--- src/rtl/dlf_pkg.sv ---
// Shared types and arithmetic helpers for the second-generation loop filter.
package dlf_pkg;

   // Filter mode encodings; 2'b11 behaves as MODE_PIIIR.
   typedef enum logic [1:0] {
      MODE_P     = 2'b00,
      MODE_PI    = 2'b01,
      MODE_PIIIR = 2'b10
   } dlf_mode_e;

   // Working width for all saturating arithmetic; every datapath width fits inside.
   localparam int unsigned SAT_MAX_W = 64;

   typedef logic signed [SAT_MAX_W-1:0] wide_t;

   // Largest positive value of a w-bit two's complement number.
   function automatic wide_t sat_hi(input int unsigned w);
      return (wide_t'(1) <<< (w - 1)) - wide_t'(1);
   endfunction

   // Clip x into the signed w-bit range.
   function automatic wide_t sat_val(input wide_t x, input int unsigned w);
      wide_t hi;
      wide_t lo;
      hi = sat_hi(w);
      lo = -hi - wide_t'(1);
      if (x > hi) return hi;
      if (x < lo) return lo;
      return x;
   endfunction

   // High when sat_val would clip x.
   function automatic logic sat_clip(input wide_t x, input int unsigned w);
      wide_t hi;
      wide_t lo;
      hi = sat_hi(w);
      lo = -hi - wide_t'(1);
      return (x > hi) || (x < lo);
   endfunction

   // Magnitude of a signed value.
   function automatic wide_t abs_val(input wide_t x);
      return (x < 0) ? -x : x;
   endfunction

endpackage

--- src/rtl/dlf_lock_det.sv ---
// Lock detector: counts consecutive in-limit phase errors.
module dlf_lock_det
   import dlf_pkg::*;
#(
   parameter int unsigned IN_W   = 21,
   parameter int unsigned LOCK_W = 10
) (
   input  logic                   clk,
   input  logic                   rstn,
   input  logic                   en_i,
   input  logic                   sample_i,
   input  logic signed [IN_W-1:0] err_i,
   input  logic [IN_W-2:0]        thresh_i,
   input  logic [LOCK_W-1:0]      lock_cnt_i,
   output logic                   locked_o
);

   logic [LOCK_W-1:0] cnt_q, cnt_d;
   logic              locked_q, locked_d;
   logic              in_lim_c;

   // Next counter value on each output sample, saturating at all-ones.
   always_comb begin
      cnt_d    = cnt_q;
      in_lim_c = abs_val(wide_t'(err_i)) <= wide_t'(thresh_i);
      if (sample_i) begin
         if (!in_lim_c)
            cnt_d = '0;
         else if (cnt_q != '1)
            cnt_d = cnt_q + LOCK_W'(1);
      end
      locked_d = (cnt_d >= lock_cnt_i);
      if (!en_i) begin
         cnt_d    = '0;
         locked_d = 1'b0;
      end
   end

   // Counter and lock state registers.
   always_ff @(posedge clk) begin
      if (!rstn) begin
         cnt_q    <= '0;
         locked_q <= 1'b0;
      end else begin
         cnt_q    <= cnt_d;
         locked_q <= locked_d;
      end
   end

   assign locked_o = locked_q;

endmodule

--- src/rtl/dlf_pi_gen2.sv ---
// ADPLL digital loop filter: phase error, PI with optional IIR smoother, saturation.
module dlf_pi_gen2
   import dlf_pkg::*;
#(
   parameter int unsigned IN_W   = 21,
   parameter int unsigned NC_W   = 15,
   parameter int unsigned TRUNC  = 3,
   parameter int unsigned COEF_W = 16,
   parameter int unsigned FRAC   = 12,
   parameter int unsigned ACC_W  = 40,
   parameter int unsigned OUT_W  = 16,
   parameter int unsigned LOCK_W = 10
) (
   input  logic                     clk,
   input  logic                     rstn,
   input  logic                     en,
   input  logic [1:0]               mode,
   input  logic                     hold,
   input  logic                     in_valid,
   input  logic [IN_W-1:0]          dec_in,
   input  logic [NC_W-1:0]          nc_in,
   input  logic signed [COEF_W-1:0] kp,
   input  logic signed [COEF_W-1:0] ki,
   input  logic [3:0]               iir_shift,
   input  logic [IN_W-2:0]          lock_thresh,
   input  logic [LOCK_W-1:0]        lock_cnt,
   input  logic                     sat_clr,
   output logic signed [IN_W-1:0]   err_out,
   output logic signed [OUT_W-1:0]  dlf_out,
   output logic                     out_valid,
   output logic                     locked,
   output logic                     sat_flag
);

   localparam int unsigned PROD_W   = COEF_W + IN_W;
   localparam int unsigned NC_SHIFT = IN_W - NC_W;
   localparam logic [IN_W-1:0] TRUNC_MASK = ~((IN_W'(1) << TRUNC) - IN_W'(1));

   // Stage 1: phase error
   logic signed [IN_W-1:0]  err_q, err_d;
   logic                    v1_q, v1_d;
   // Stage 2: proportional term and integrator
   logic signed [ACC_W-1:0] p_q, p_d;
   logic signed [ACC_W-1:0] integ_q, integ_d;
   logic signed [IN_W-1:0]  err2_q, err2_d;
   logic                    v2_q, v2_d;
   // Stage 3: PI sum
   logic signed [ACC_W-1:0] s_q, s_d;
   logic signed [IN_W-1:0]  err3_q, err3_d;
   logic                    v3_q, v3_d;
   // Stage 4: IIR state and output
   logic signed [ACC_W-1:0] y_q, y_d;
   logic signed [OUT_W-1:0] dlf_q, dlf_d;
   logic                    ov_q, ov_d;
   logic                    sat_q, sat_d;

   logic signed [IN_W-1:0]   err_c;
   logic signed [PROD_W-1:0] kp_prod_c, ki_prod_c;
   wide_t                    integ_sum_c, s_sum_c, y_step_c, out_wide_c;
   logic                     iir_on_c;
   logic                     clip_c;

   // Pipeline next-state; each stage loads only when its valid bit is set.
   always_comb begin
      err_c       = IN_W'((dec_in & TRUNC_MASK) - (IN_W'(nc_in) << NC_SHIFT));
      kp_prod_c   = PROD_W'(kp) * PROD_W'(err_q);
      ki_prod_c   = PROD_W'(ki) * PROD_W'(err_q);
      integ_sum_c = wide_t'(integ_q) + wide_t'(ki_prod_c);
      s_sum_c     = wide_t'(p_q) + wide_t'(integ_q);
      y_step_c    = wide_t'(y_q) + ((wide_t'(s_q) - wide_t'(y_q)) >>> iir_shift);
      iir_on_c    = mode[1] && (iir_shift != 4'd0);

      err_d   = err_q;
      v1_d    = in_valid;
      p_d     = p_q;
      integ_d = integ_q;
      err2_d  = err2_q;
      v2_d    = v1_q;
      s_d     = s_q;
      err3_d  = err3_q;
      v3_d    = v2_q;
      y_d     = y_q;
      dlf_d   = dlf_q;
      ov_d    = v3_q;
      clip_c  = 1'b0;

      if (in_valid)
         err_d = err_c;

      if (v1_q) begin
         p_d    = ACC_W'(kp_prod_c);
         err2_d = err_q;
         if (mode == MODE_P) begin
            integ_d = '0;
         end else if (!hold) begin
            integ_d = ACC_W'(sat_val(integ_sum_c, ACC_W));
            clip_c  = clip_c | sat_clip(integ_sum_c, ACC_W);
         end
      end

      if (v2_q) begin
         s_d    = ACC_W'(sat_val(s_sum_c, ACC_W));
         clip_c = clip_c | sat_clip(s_sum_c, ACC_W);
         err3_d = err2_q;
      end

      if (v3_q) begin
         if (iir_on_c) begin
            y_d    = ACC_W'(sat_val(y_step_c, ACC_W));
            clip_c = clip_c | sat_clip(y_step_c, ACC_W);
         end else begin
            y_d = s_q;
         end
      end

      out_wide_c = wide_t'(y_d) >>> FRAC;
      if (v3_q) begin
         dlf_d  = OUT_W'(sat_val(out_wide_c, OUT_W));
         clip_c = clip_c | sat_clip(out_wide_c, OUT_W);
      end

      // A clip in the same cycle as sat_clr keeps the flag set.
      sat_d = clip_c ? 1'b1 : (sat_clr ? 1'b0 : sat_q);

      if (!en) begin
         err_d   = '0;
         v1_d    = 1'b0;
         p_d     = '0;
         integ_d = '0;
         err2_d  = '0;
         v2_d    = 1'b0;
         s_d     = '0;
         err3_d  = '0;
         v3_d    = 1'b0;
         y_d     = '0;
         dlf_d   = '0;
         ov_d    = 1'b0;
         sat_d   = sat_q;
      end
   end

   // Pipeline and flag registers.
   always_ff @(posedge clk) begin
      if (!rstn) begin
         err_q   <= '0;
         v1_q    <= 1'b0;
         p_q     <= '0;
         integ_q <= '0;
         err2_q  <= '0;
         v2_q    <= 1'b0;
         s_q     <= '0;
         err3_q  <= '0;
         v3_q    <= 1'b0;
         y_q     <= '0;
         dlf_q   <= '0;
         ov_q    <= 1'b0;
         sat_q   <= 1'b0;
      end else begin
         err_q   <= err_d;
         v1_q    <= v1_d;
         p_q     <= p_d;
         integ_q <= integ_d;
         err2_q  <= err2_d;
         v2_q    <= v2_d;
         s_q     <= s_d;
         err3_q  <= err3_d;
         v3_q    <= v3_d;
         y_q     <= y_d;
         dlf_q   <= dlf_d;
         ov_q    <= ov_d;
         sat_q   <= sat_d;
      end
   end

   dlf_lock_det #(
      .IN_W   (IN_W),
      .LOCK_W (LOCK_W)
   ) u_lock_det (
      .clk        (clk),
      .rstn       (rstn),
      .en_i       (en),
      .sample_i   (v3_q),
      .err_i      (err3_q),
      .thresh_i   (lock_thresh),
      .lock_cnt_i (lock_cnt),
      .locked_o   (locked)
   );

   assign err_out   = err_q;
   assign dlf_out   = dlf_q;
   assign out_valid = ov_q;
   assign sat_flag  = sat_q;

endmodule
--- config.mk ---
export PLATFORM = sky130hd
export DESIGN_NAME = dlf_pi_gen2
export DESIGN_NICKNAME = d
export VERILOG_FILES = /design/src/rtl/dlf_pkg.sv /design/src/rtl/dlf_lock_det.sv /design/src/rtl/dlf_pi_gen2.sv
export SDC_FILE = /design/constraint.sdc
export NUM_CORES = 2
export LEC_CHECK = 0
export ABC_CLOCK_PERIOD_IN_PS = 12010
export BUFFER_PORTS_ARGS = -buffer_cell sky130_fd_sc_hd__buf_2
export CORE_MARGIN = 3
export CORE_UTILIZATION = 47
export DETAILED_ROUTE_END_ITERATION = 12
export HOLD_SLACK_MARGIN = 0.08
export SYNTH_ARGS = -nofsm -noshare
export SYNTH_HDL_FRONTEND = slang
export SYNTH_SLANG_ARGS = --single-unit
--- constraint.sdc ---
create_clock -name clk -period 12.01 [get_ports clk]
set_input_delay 1.8015 -clock clk [delete_from_list [all_inputs] [get_ports clk]]
set_output_delay 1.8015 -clock clk [all_outputs]
set_load 0.02 [all_outputs]
## Yosys cells after proc, flatten, opt, wreduce, memory -nomap -nowiden

Cells that the tools add are included.

| word-level totals | value |
|---|---|
| register bits after elaboration | 252 |
| bits of input ports | 110 |
| output and inout port bits | 40 |
| logic and storage cells | 112 |

| operators by class | value |
|---|---|
| $add $sub $neg | 7 |
| $mul | 2 |
| $lt $le $gt $ge | 11 |
| equal/unequal tests | 2 |
| shift-type cells | 1 |
| mux-type cells | 59 |
| bitwise logic cells | 3 |
| reduce and logical (&&, ||, !) cells | 11 |

Operators with widths:

| cell | count |
|---|---|
| 2-to-1 mux 40 bit | 16 |
| > comparator 41 x 40 -> 1 bit, second input constant | 2 |
| < comparator 41 x 40 -> 1 bit, second input constant | 2 |
| multiplier 16 x 21 -> 37 bit | 2 |
| adder 40 x 64 -> 64 bit | 1 |
| > comparator 64 x 40 -> 1 bit, second input constant | 1 |
| less-or-equal comparator 64 x 21 -> 1 bit | 1 |
| < comparator 64 x 40 -> 1 bit, second input constant | 1 |
| 2-to-1 mux 16 bit | 4 |
| 2-to-1 mux 64 bit | 1 |
| negator 21 -> 64 bit | 1 |
| >>> shifter 41 x 4 -> 64 bit | 1 |
| adder 37 x 40 -> 41 bit | 1 |
| adder 40 x 37 -> 41 bit | 1 |
| subtractor 40 x 40 -> 41 bit | 1 |
| 2-to-1 mux 1 bit | 35 |
| 2-to-1 mux 10 bit | 3 |
| > comparator 28 x 16 -> 1 bit, second input constant | 1 |
| < comparator 28 x 16 -> 1 bit, second input constant | 1 |
| < comparator 21 x 1 -> 1 bit, second input constant | 1 |
| subtractor 21 bit | 1 |
| adder 10 x 1 -> 10 bit, second input constant | 1 |
| >= comparator 10 bit | 1 |
| != test 10 bit, second input constant | 1 |
| 8 further kinds | 15 |

## Longest topological paths before layout

| depth | value |
|---|---|
| word-level depth | 21 |
| mapped depth | 35 |
| gate-level depth less buffers | 33 |

## By module

From an unflattened synthesis, not the netlist that was laid out.

| second synthesis, totals | value |
|---|---|
| cells, all modules | 5,008 |
| area, all modules | 42,958.7 um^2 |

Modules (own cells, without submodules):

| module | times used | cells an instance | area each (um^2) | sequential area each (um^2) |
|---|---|---|---|---|
| dlf_pi_gen2 | 1 | 4,774 | 41,095.7 | 4,504.3 |
| dlf_lock_det | 1 | 234 | 1,863.0 | 220.2 |

## Least setup slack after synthesis

Ideal clock, no wire load.

| timing | value |
|---|---|
| kind | input -> register |
| start point | in ki[1] |
| end point | reg integ_q[10] |
| setup time | 0.065 ns |
| arrival | 9.185 ns |
| required time | 11.945 ns |
| slack | 2.760 ns |
| stages | 27 |
| buffers on the path | 4 |
| cells stage by stage | clkbuf_1 -> nand2_1 -> inv_1 -> fa_1 -> fa_1 -> inv_1 -> fa_1 -> inv_1 -> fa_1 -> fa_1 -> fa_1 -> ha_1 -> clkbuf_1 -> o21a_1 -> a2111oi_0 -> nor3_1 -> o41ai_2 -> o211ai_1 -> o211a_1 -> mux2i_1 -> o311a_1 -> and4_1 -> and2_1 -> clkbuf_1 -> clkbuf_1 -> a221oi_1 -> nor2_1 |

| on the way | value |
|---|---|
| cells in the longest elaborated chain, start to end | 12 |
| elaborated cells between the ends (all ways) | 18 |
| those cells by class | 1 x add/sub; 1 x mul; 2 x order compare; 14 x mux |

Ends and longest elaborated chain:

| what | RTL line | source |
|---|---|---|
| from (decl) | dlf_pi_gen2.sv:23 | `input logic signed [COEF_W-1:0] ki,` |
| multiplier 16 x 21 -> 37 bit (*) | dlf_pi_gen2.sv:67 | `ki_prod_c = PROD_W'(ki) * PROD_W'(err_q);` |
| adder 40 x 37 -> 41 bit (*) | dlf_pi_gen2.sv:68 | `integ_sum_c = wide_t'(integ_q) + wide_t'(ki_prod_c);` |
| < comparator 41 x 40 -> 1 bit | dlf_pkg.sv:28 | `if (x < lo) return lo;` |
| 2-to-1 mux 1 bit (2 in a row) | dlf_pkg.sv:28 |  |
| 2-to-1 mux 1 bit | dlf_pi_gen2.sv:95 | `end else if (!hold) begin` |
| 2-to-1 mux 1 bit | dlf_pi_gen2.sv:93 | `if (mode == MODE_P) begin` |
| 2-to-1 mux 1 bit | dlf_pi_gen2.sv:90 | `if (v1_q) begin` |
| 2-to-1 mux 40 bit | dlf_pkg.sv:29 | `return x;` |
| 2-to-1 mux 40 bit (*) | dlf_pkg.sv:28 |  |
| 2-to-1 mux 40 bit (*) | dlf_pi_gen2.sv:95 |  |
| 2-to-1 mux 40 bit (*) | dlf_pi_gen2.sv:93 |  |
| to (signal assigned) | dlf_pi_gen2.sv:162 | `integ_q <= integ_d;` |
| to (decl) | dlf_pi_gen2.sv:44 | `logic signed [ACC_W-1:0] integ_q, integ_d;` |

Every way passes the cells marked *; elsewhere a longest branch is shown, timed or not. The select of a mux whose other input is x is not followed.
A chain may end at the register's enable or synchronous reset.

## Worst setup path after layout

| timing | value |
|---|---|
| start point | reg s_q[2] |
| end point | reg dlf_q[10] (netlist: dlf_out[10]) |

| on the way | value |
|---|---|
| cells in the longest elaborated chain, start to end | 18 |
| elaborated cells between the ends (all ways) | 27 |
| those cells by class | 2 x add/sub; 4 x order compare; 1 x shift; 20 x mux |

Ends and longest elaborated chain:

| what | RTL line | source |
|---|---|---|
| from (decl) | dlf_pi_gen2.sv:48 | `logic signed [ACC_W-1:0] s_q, s_d;` |
| from (signal assigned) | dlf_pi_gen2.sv:151 | `s_q <= '0;` |
| from (signal assigned) | dlf_pi_gen2.sv:165 | `s_q <= s_d;` |
| subtractor 40 x 40 -> 41 bit (*) | dlf_pi_gen2.sv:70 | `y_step_c = wide_t'(y_q) + ((wide_t'(s_q) - wide_t'(y_q)) >>> iir_shift);` |
| >>> shifter 41 x 4 -> 64 bit (*) | dlf_pi_gen2.sv:70 |  |
| adder 40 x 64 -> 64 bit (*) | dlf_pi_gen2.sv:70 |  |
| < comparator 64 x 40 -> 1 bit | dlf_pkg.sv:28 |  |
| 2-to-1 mux 1 bit (2 in a row) | dlf_pkg.sv:28 |  |
| 2-to-1 mux 1 bit | dlf_pi_gen2.sv:108 | `if (iir_on_c) begin` |
| 2-to-1 mux 1 bit | dlf_pi_gen2.sv:107 | `if (v3_q) begin` |
| 2-to-1 mux 40 bit | dlf_pkg.sv:29 |  |
| 2-to-1 mux 40 bit (*) | dlf_pkg.sv:28 |  |
| 2-to-1 mux 40 bit (*) | dlf_pi_gen2.sv:108 |  |
| 2-to-1 mux 40 bit (*) | dlf_pi_gen2.sv:107 |  |
| < comparator 28 x 16 -> 1 bit | dlf_pkg.sv:28 |  |
| 2-to-1 mux 1 bit (2 in a row) | dlf_pkg.sv:28 |  |
| 2-to-1 mux 1 bit | dlf_pi_gen2.sv:117 | `if (v3_q) begin` |
| 2-to-1 mux 16 bit | dlf_pkg.sv:29 |  |
| 2-to-1 mux 16 bit (*) | dlf_pkg.sv:28 |  |
| to (signal assigned) | dlf_pi_gen2.sv:169 | `dlf_q <= dlf_d;` |
| to (decl) | dlf_pi_gen2.sv:53 | `logic signed [OUT_W-1:0] dlf_q, dlf_d;` |

Marks and branches as above.

==> flow_summary_export.csv <==
group,metric,value,unit
setup_path,startpoint,"s_q[2]",
setup_path,max_stage_delay,0.78,ns
detailed_routing,wire_per_inst,18.48,um
layout,drive_gt1_frac,0.05998,
sta,rsz0062_at_grt,"no",
grt,grt_pass1_wl,187300,um
sta,fin_crit_sh,0.8572,
setup_path,r2r_end,"dlf_out[10]",
yosys,synth_edf_count,0,
power,ir_drop,0.1254,mV
yosys,yosys.area.top_type_share,0.3052,
yosys,yosysSeqAreaShare,0.1119,
sta,setup_tns,0,ns
grt,gr-total-overflow,0,
sta,fin_crit,10.29,ns
sta,relSlewSlack,0.1620,
clocking,cts_root_buf,"clkbuf_16",
setup_path,endpoint,"dlf_out[10]",
die,start_util,0.4757,
yosys,synthArstFlopShare,0,
yosys,synthFlopType,"dfxtp_1",
sta,finClkSkew,0.02924,ns
detailed_routing,vias_per_cell,5.557,
setup_path,setup.worst_path.class,"reg2reg",
detailed_routing,num_vias,34190,
power,p_per_area,109.6,nW/um^2
clocking,cts_buffers,31,
yosys,synth_top_area_cell,"fa_1",
sta,slew_viol_final,0,
yosys,synth-seq-cells,236,
layout,fin_cells,6153,
setup_path,cp.required,12.46,ns
setup_path,crit_slowest_cell,"o311ai_0",
clocking,cts_tree,"built",
yosys,synthTopCellsByArea,"fa_1 31%, dfxtp_1 11%, ha_1 11%",
setup_path,r2r-start,"s_q[2]",
setup_path,cp_num_cells,33,
detailed_routing,drtIter0Drc,2268,
power,power.leakage,0.02222,uW
power,power,4922,uW
detailed_routing,dr.pass1.iters,6,
die,die_area,93500,sq um
yosys,syn-cell-area,42240,sq um
grt,grt.total_usage,0.2477,
die,std_cell_rows,109,
grt,antenna_found_initial,11,
setup_path,rr_worst_depth,33,
clocking,clkSinkCount,236,
layout,final_common_cell,"inv_1",
place,placed_cells,6092,
setup_path,crit_buf_inv,2,
layout,final_nets,6071,
sta,hold_viol_final,0,
place,numPortBuffers,143,
die,die-height,305.8,um
sta,worstMarginPinSlew,1.249,ns
outcome,status,"finished, final reports clean",
yosys,synth.distinct_cells,92,
place,dpl.hpwl,92040,um
clocking,clkTransAtPathRegs,0.06,ns
yosys,syn_avg_cell_area,8.468,sq um
setup_path,crit_arrival,10.75,ns
grt,grt_max_degree,138,
setup_path,cpMostUsedCell,"o221ai_1",
yosys,netlist_instances,4988,
worst_hold_path,hold_path_class,"reg2reg",
detailed_routing,drc,0,
sta,setup_violations,0,
clocking,clockBufferDepth,3,
die,core-area,88780,sq um
yosys,ys.warnings.count,0,
setup_path,worst-path-max-fanout,12,
detailed_routing,drtAntennaViolNets,0,
place,place_congestion,0.9081,
grt,grt_pass1_vias,34690,
die,die_w,305.8,um
setup_path,r2r_slack,1.72,ns
setup_path,cp-start-kind,"flop",
sta,fmax,97.14,MHz
clocking,cts_resized,0,
layout,syn2layout_area_growth,6.378,%
clocking,worst_skew_pair.late_latency,0.60,ns
clocking,post-cts-setup-buffers,0,
die,io_pins,150,
run,cap_violations,0,
setup_path,worst_setup_path_end_kind,"flop",
clocking,postCtsHoldBufs,0,
layout,layout_common_cells,"756 x inv_1, 644 x fa_1, 528 x nand2_1",
setup_path,critical-path-top-delay-family,"compound AO/OA/AOI/OAI gates",
detailed_routing,finalWirelength,113700,um
clocking,htree_levels,1,
==> synthesized netlist by cell type, types with 14 or more instances <==
cell type / count
a211oi_1: 40
a21boi_0: 14
a21o_1: 94
a21oi_1: 258
a221oi_1: 37
a31oi_1: 51
and2_1: 240
and3_1: 37
clkbuf_1: 227
dfxtp_1: 236
fa_1: 644
ha_1: 357
inv_1: 756
mux2i_1: 164
nand2_1: 529
nand2b_1: 59
nand3_1: 51
nand4_1: 26
nor2_1: 337
nor2b_1: 23
nor3_1: 54
o211ai_1: 16
o21a_1: 27
o21ai_0: 214
o21bai_1: 28
o31ai_1: 14
or3_1: 20
xnor2_1: 139
xor2_1: 51
==> per-stage QoR <==
step / instance area, sq um / util / setup WS (ns) / hold slack (ns)
5_1_grt: 44930 / 0.5060 / 0.8983 / 0.4962
2_1_floorplan: 42240 / - / 2.760 / 0.4454
4_1_cts: 44920 / 0.5060 / 2.000 / 0.4844
3_3_place_gp: 43850 / 0.4939 / 1.691 / 0.4592
3_5_place_dp: 43850 / 0.4939 / 1.639 / 0.4700
6_report: 44930 / 0.5061 / 1.716 / 0.4810
==> tightest hold or removal path: stages, from the launching register on <==
cell	delay, ns
dfxtp_1	0.33
nand2_1	0.06
o221ai_1	0.06
==> kinds of logic after synthesis <==
kind of cell / count (synthesis) / share of synthesized area
multiplexers: 176 / 0.04313
other: 1 / 0.00008879
AO/OA/AOI/OAI: 945 / 0.1451
buffers and inverters: 1012 / 0.09065
flip-flops: 236 / 0.1119
AND/OR/NAND/NOR: 1427 / 0.1588
adder cells (fa/ha/maj): 1001 / 0.4110
XOR/XNOR: 190 / 0.03940
==> final cells by class <==
cell class                 instances  area (sq um)
inverter                         761          2856
sequential                       236          4731
multi-input combinational       3742         33740
fill                            8702         43850
antenna                            3         7.507
tap                             1165          1458
clock buffer                      37         838.3
clock inverter                    21         237.7
timing repair buffer             188          1066
==> routing by layer <==
layer  GRT usage  vias to the layer above  wire, um
met5           0                        -        58
met4     0.05707                        8      2892
met2      0.4127                      841     52440
li1            -                    16250         -
met3     0.02750                      147      6541
met1      0.3474                    16950     51780
==> worst min path at each step <==
stage                     depth (start not counted)  slack (ns)     endpoint   startpoint
after floorplan                                   2        0.45       p_q[3]       p_q[3]
after global placement                            2        0.46  dlf_out[12]  dlf_out[12]
after detailed placement                          2        0.47  dlf_out[12]  dlf_out[12]
after CTS                                         2        0.48  dlf_out[12]  dlf_out[12]
after global routing                              2        0.50   integ_q[3]   integ_q[3]
final                                             2        0.48  dlf_out[12]  dlf_out[12]
==> sequential cells by signal, indices dropped and copies added, names as in the netlist <==
| register | cells |
|---|---|
| dlf_out | 16 |
| err2_q | 18 |
| err3_q | 18 |
| err_out | 18 |
| integ_q | 38 |
| out_valid | 1 |
| p_q | 34 |
| s_q | 38 |
| sat_flag | 1 |
| u_lock_det.cnt_q | 10 |
| u_lock_det.locked_o | 1 |
| v1_q | 1 |
| v2_q | 1 |
| v3_q | 1 |
| y_q | 40 |
==> where the power goes <==
group          total, uW  switching, uW  internal [uW]  leakage, uW
Sequential           833           31.1            802      0.00191
Clock                988            402            586     0.000529
Combinational       3100           1840           1270       0.0198
Note: power is estimated with default switching activity, not from simulation.
